==> src/rtl/serial_subtractor_pkg.sv <==
// Shared definitions for the bit-serial subtractor: FSM encoding and default width.
package serial_subtractor_pkg;

    localparam int unsigned DefaultWidth = 8;

    typedef enum logic [1:0] {
        StIdle  = 2'd0,
        StShift = 2'd1,
        StDone  = 2'd2
    } state_e;

endpackage

==> src/rtl/serial_subtractor_full_subtractor.sv <==
// One-bit full subtractor cell: d = a - b - bin, bout = borrow out of this bit.
module full_subtractor (
    input  logic a,
    input  logic b,
    input  logic bin,
    output logic d,
    output logic bout
);

    // Difference and borrow for a single bit position
    always_comb begin
        d    = a ^ b ^ bin;
        bout = (~a & b) | (~(a ^ b) & bin);
    end

endmodule

==> src/rtl/serial_subtractor.sv <==
// Bit-serial LSB-first subtractor: diff = a - b - bin over WIDTH cycles, start/done handshake.
module serial_subtractor
    import serial_subtractor_pkg::*;
#(
    parameter int unsigned WIDTH = DefaultWidth
) (
    input  logic             clk,
    input  logic             rst_n,
    input  logic             start,
    input  logic [WIDTH-1:0] a,
    input  logic [WIDTH-1:0] b,
    input  logic             bin,
    output logic             busy,
    output logic             done,
    output logic [WIDTH-1:0] diff,
    output logic             borrow_out
);

    localparam int unsigned CntW = $clog2(WIDTH) + 1;

    state_e           r_state;
    state_e           w_state_next;
    logic [WIDTH-1:0] r_a_sr;
    logic [WIDTH-1:0] r_b_sr;
    logic [WIDTH-1:0] r_res_sr;
    logic [WIDTH-1:0] r_diff;
    logic             r_br;
    logic             r_borrow;
    logic [CntW-1:0]  r_cnt;
    logic             w_d;
    logic             w_bo;
    logic             w_accept;
    logic             w_last;

    full_subtractor u_full_subtractor (
        .a    (r_a_sr[0]),
        .b    (r_b_sr[0]),
        .bin  (r_br),
        .d    (w_d),
        .bout (w_bo)
    );

    // A request is taken whenever no operation is in flight (IDLE or the DONE cycle)
    assign w_accept = start && (r_state != StShift);
    assign w_last   = (r_cnt == CntW'(WIDTH - 1));

    // Next-state and handshake outputs
    always_comb begin
        w_state_next = r_state;
        busy         = 1'b0;
        done         = 1'b0;
        unique case (r_state)
            StIdle: begin
                if (start) w_state_next = StShift;
            end
            StShift: begin
                busy = 1'b1;
                if (w_last) w_state_next = StDone;
            end
            StDone: begin
                done         = 1'b1;
                w_state_next = start ? StShift : StIdle;
            end
            default: w_state_next = StIdle;
        endcase
    end

    // FSM state register
    always_ff @(posedge clk or negedge rst_n) begin
        if (!rst_n) begin
            r_state <= StIdle;
        end else begin
            r_state <= w_state_next;
        end
    end

    // Operand capture on accept, then one bit per cycle through the subtractor cell
    always_ff @(posedge clk or negedge rst_n) begin
        if (!rst_n) begin
            r_a_sr   <= '0;
            r_b_sr   <= '0;
            r_res_sr <= '0;
            r_br     <= 1'b0;
            r_cnt    <= '0;
        end else if (w_accept) begin
            r_a_sr <= a;
            r_b_sr <= b;
            r_br   <= bin;
            r_cnt  <= '0;
        end else if (r_state == StShift) begin
            r_res_sr <= {w_d, r_res_sr[WIDTH-1:1]};
            r_a_sr   <= r_a_sr >> 1;
            r_b_sr   <= r_b_sr >> 1;
            r_br     <= w_bo;
            r_cnt    <= r_cnt + 1'b1;
        end
    end

    // Result registers update only as the last bit is processed, holding otherwise
    always_ff @(posedge clk or negedge rst_n) begin
        if (!rst_n) begin
            r_diff   <= '0;
            r_borrow <= 1'b0;
        end else if ((r_state == StShift) && w_last) begin
            r_diff   <= {w_d, r_res_sr[WIDTH-1:1]};
            r_borrow <= w_bo;
        end
    end

    assign diff       = r_diff;
    assign borrow_out = r_borrow;

endmodule

==> config.mk <==
export PLATFORM = sky130hd
export DESIGN_NAME = serial_subtractor
export DESIGN_NICKNAME = d
export VERILOG_FILES = /design/src/rtl/serial_subtractor_pkg.sv /design/src/rtl/serial_subtractor_full_subtractor.sv /design/src/rtl/serial_subtractor.sv
export SDC_FILE = /design/constraint.sdc
export NUM_CORES = 1
export LEC_CHECK = 0
export BUFFER_PORTS_ARGS = -buffer_cell sky130_fd_sc_hd__buf_2
export CAP_MARGIN = 30
export CORE_MARGIN = 4
export CORE_UTILIZATION = 54
export CTS_BUF_LIST = sky130_fd_sc_hd__clkbuf_4 sky130_fd_sc_hd__clkbuf_8 sky130_fd_sc_hd__clkbuf_16
export DETAILED_ROUTE_END_ITERATION = 8
export PLACE_DENSITY = 0.84
export RECOVER_POWER = 25
export SLEW_MARGIN = 10
export SYNTH_ARGS = -nofsm -noshare
export SYNTH_HDL_FRONTEND = slang
export SYNTH_SLANG_ARGS = --single-unit
==> constraint.sdc <==
create_clock -name clk -period 2.3 [get_ports clk]
set_clock_uncertainty 0.2 [all_clocks]
set_input_delay 0.23 -clock clk [delete_from_list [all_inputs] [get_ports clk]]
set_output_delay 0.23 -clock clk [all_outputs]
set_load 0.03 [all_outputs]
After elaboration in Yosys (flattened, before gate mapping)
Cells that the tools add are included.
W data, S select, Z words.

operators by class
  equal/unequal tests = 6
  muxes and demuxes = 14
  bitwise gates (word level) = 8
  add/sub/neg operators = 1
  reductions and logical operators = 6

operators with widths
  cell                   number
  $mux W8                4
  $mux W4                2
  $pmux W2 S3            1
  $mux W1                5
  $add A4 B1 Y4 const B  1
  $eq A4 B3 Y1 const B   1
  $mux W2                2
  $ne A2 B2 Y1 const B   2
  $reduce_and A2 Y1      2
  $not A1 Y1             3
  $and A1 B1 Y1          2
  $eq A2 B1 Y1 const B   1
  $eq A2 B2 Y1 const B   1
  $logic_and A1 B1 Y1    2
  $logic_not A2 Y1       1
  $ne A2 B1 Y1 const B   1
  $reduce_bool A2 Y1     1
  $xor A1 B1 Y1          2
  $or A1 B1 Y1           1

word-level totals
  output and inout bits = 11
  input port bits = 20
  bits in registers = 40

Logic depth before layout (Yosys ltp)
  word-level depth = 6
  depth in mapped cells = 6

By module
From an unflattened synthesis, not the netlist that was laid out.

unflattened totals
  cells, all modules = 150
  area total of the unflattened synthesis = 1,670.4 sq um

by module, submodules not included
  module             area each (sq um)  instances  cells each
  serial_subtractor  1,639.1            1          146
  full_subtractor    31.3               1          4

Least setup slack after synthesis
OpenSTA, ideal clock, no wires.

  path type = register to register
  start point = reg r_state[1]
  end point = reg r_diff[0] (netlist: diff[0])
  library setup time = 125 ps
  slack = 645 ps
  arrival time = 1,331 ps
  cell stages (with the launch flop) = 5
  path buffers = 1
  cell sequence = dfrtp_1 nand2b_1 buf_6 nor3_4 mux2_2

on the way
  word-level cells in the longest chain between the ends = 2

ends and longest elaborated chain
  item                    RTL line                  source
  start, declared         serial_subtractor.sv:21   state_e r_state;
  start signal, assigned  serial_subtractor.sv:71   r_state <= StIdle;
  start signal, assigned  serial_subtractor.sv:73   r_state <= w_state_next;
  $eq A2 B1 Y1            serial_subtractor.sv:104  end else if ((r_state == StShift) && w_last) begin
  $logic_and A1 B1 Y1     serial_subtractor.sv:104
  end signal, assigned    serial_subtractor.sv:105  r_diff <= {w_d, r_res_sr[WIDTH-1:1]};
  end, declared           serial_subtractor.sv:26   logic [WIDTH-1:0] r_diff;

Every way passes these cells.
A chain may end at the register's enable or synchronous reset.

Worst setup path in the final report
  start point = reg r_state[0]
  end point = out busy

on the way
  word-level cells in the longest chain between the ends = 2

ends and longest elaborated chain
  item           RTL line                 source
  $eq A2 B1 Y1   serial_subtractor.sv:52  unique case (r_state)
  $mux W1        serial_subtractor.sv:52
  end, declared  serial_subtractor.sv:13  output logic busy,

Every way passes these cells.

==> results.ini <==
[outcome]
outcome=finished clean

[detailed_routing]
detail_route.wl_per_cell_um=14.0
detail_route.vias_per_cell=5.25
routed-via-count=1176
drt_first_iter_violations=40
drt.antenna.violating_nets=0
drt_drc_violations_left=0
drt_pass1_iterations=4
postRouteWirelength_mm=3.14

[floorplan]
core_area_um2=2850
die_width_um=63.6
die_height_um=63.6
initial_core_util_pct=58.5
die_area_um2=4040
top_level_ports=31
floorplan.rows=19

[logic_synthesis]
post_synth_main_area_contributors=sky130_fd_sc_hd__dfrtp_1 59%, sky130_fd_sc_hd__mux2i_1 11%, sky130_fd_sc_hd__nand2_1 9.0%
synth_seq_cells=39
synth_largest_area_cell=sky130_fd_sc_hd__dfrtp_1
syn_area_per_cell_um2=11.0
yosysWarningCount=0
synth_sequential_area_ratio_pct=58.5
post_synth_instance_area_um2=1670
synth_flop_cell=sky130_fd_sc_hd__dfrtp_1
synth.distinct_cells=20
postSynthCellCount=151
mappedNetlistNets=173
synth.most_common_cell=sky130_fd_sc_hd__nand2_1
synthTopCellsByCount=40 x sky130_fd_sc_hd__nand2_1, 39 x sky130_fd_sc_hd__dfrtp_1, 19 x sky130_fd_sc_hd__o21ai_0
synthDominantCellAreaShare_pct=58.5
ys_async_sr_fraction_pct=100
count_of_flip_flops_with_a_built_in_enable_after_synthesis=0

[clock_network]
tritoncts.num_buffers=5
clk_pin_slew_worst_paths_ns=0.12
ctsHtreeMaxLevel=2
cts.sink_count=39
clock_latency_ns=0.34
ctsRootBufferMaster=sky130_fd_sc_hd__clkbuf_4
cts_tree=built
cts_resized=0
clockBufferDepth=2

[timing]
finalHoldViolCount=0
final_hold_slack_ns=0.00997
timing.final.max_slew_violations=0
report.final.setup_viol=0
final.min_clock_period_ns=1.83
max_freq_ghz=0.545
rsz0062_at_grt=no
timing.final.crit_share_pct=79.7
timing.max_slew.rel_slack_pct=39.9
final.setup.tns_ns=0
tightest_slew_ns=0.902

[worst_hold_path]
holdPathEnd=r_a_sr[5]
min-delay-path-class=input pin to flop
worst_hold_path.num_cells=3
hp-start=a[5]

[grt]
grt_start_max_net_pins=43
grt_first_pass_wirelength_mm=5.47
met3_usage_pct=5.33
globalRouteOverflowTotal=0
grt_use_met1_pct=19.4
use_met2_pct=30.5
grt_use_total_pct=17.8
grt_most_used_layer=met2
antenna_found_initial=0
grt_pass1_vias=1210

[setup_path]
timing_worst_setup_path_type=flop to output pin
rr_endpoint=diff[4]
worstPathArrival_ns=1.40
reg2reg_from=r_cnt[0]
worst_r2r_path_depth=4
reg2reg_setup_slack_ns=0.51
critical_path.endpoint_type=output pin
startpoint_type_of_the_worst_setup_path=flop
worstPathRequired_ns=1.87
timing.critical_path.fanout_max=14

[place]
gp_congestion=0.730
hpwlAfterDp_mm=2.05
quantity_of_i_o_buffers_inserted_on_ports=30

[cells_and_area]
diodes=0
syn2layout_area_growth_pct=18.8
drive_gt1_share_pct=23.8
nets=214

[flow_run]
drv_cap=0

[power]
leakage_nw=0.987
power.density_cell_area_nw_per_um2=1250
peakVddDrop_mv=0.688

cell families (layout without fill, tap and decap cells):
family / after synthesis / count (layout) / synth area share (%)
muxes: 27 / 27 / 16.9
adders and majority gates: 2 / 2 / 1.95
and+or+nand+nor: 48 / 48 / 12.1
xor gates and xnor gates: 1 / 1 / 0.525
AOI/OAI and AO/OA: 21 / 21 / 6.60
buffers and inverters: 13 / 55 / 3.45
DFF: 39 / 39 / 58.5
critical path: stages, from the launching register on:
cell                       delay, ns
sky130_fd_sc_hd__dfrtp_1        0.41
sky130_fd_sc_hd__nand2b_1       0.15
sky130_fd_sc_hd__buf_4          0.22
sky130_fd_sc_hd__clkinv_1       0.09
sky130_fd_sc_hd__buf_2          0.18
layer usage:
layer,share of wire (%),wire length [um],vias to the layer above
met2,52,1620,25
met4,3.6,112,0
met3,3.8,121,12
met1,41,1290,557
met5,0,0,-
li1,-,-,582
report_power, final:
group,internal (mW),switching [mW],total (mW)
combinational,0.362,0.620,0.982
clock,0.114,0.214,0.328
sequential,0.982,0.179,1.16
cell usage in the layout (no fill, tap or decap), drive strengths merged, types with 3 or more instances in the layout:
master	instances
clkbuf	10
clkinv	4
dlygate4sd3	10
nand2	40
mux2	9
nand3	3
buf	27
o21ai	19
dfrtp	39
inv	4
mux2i	18
area by class of cell:
class                           instances  area (um^2)
Timing Repair Buffer                   42          260
Multi-Input combinational cell         99          634
Clock buffer                            5         37.5
Fill cell                             206          872
Inverter                                5         18.8
Clock inverter                          3         15.0
Sequential cell                        39          976
Tap cell                               31         38.8
state kept, by name, summed over array words and instances (netlist names):
signal / flops
r_res_sr: 7
r_br: 1
r_state: 2
diff: 8
r_b_sr: 8
r_a_sr: 8
borrow_out: 1
r_cnt: 4
worst max path at each step:
stage | startpoint | endpoint | slack (ns) | depth (start not counted)
3_5_place_dp | r_cnt[0] | diff[4] | 0.53 | 4
4_1_cts | r_state[0] | busy | 0.43 | 4
5_1_grt | r_state[0] | busy | 0.37 | 4
3_3_place_gp | r_cnt[0] | diff[5] | 0.57 | 4
2_1_floorplan | r_state[1] | diff[0] | 0.64 | 4
6_report | r_state[0] | busy | 0.47 | 4
stage by stage:
stage          utilization (%)  cells  instance area (um^2)  total power, mW  setup WS, ns
2_1_floorplan                -    151                  1670             1.88         0.645
3_3_place_gp              64.3    206                  1830             2.09         0.570
3_5_place_dp              64.3    206                  1830             2.16         0.529
4_1_cts                   69.6    224                  1990             2.49         0.434
5_1_grt                   69.4    224                  1980             2.68         0.366
6_report                  69.4    224                  1980             2.47         0.466
repair_timing:
action | CTS | global route
hold buffers | 10 | 0
hold endpoints to repair | 48 | 0
setup buffers | 0 | 0
setup endpoints to repair | 0 | 0
(Power assumes the default switching activity.)
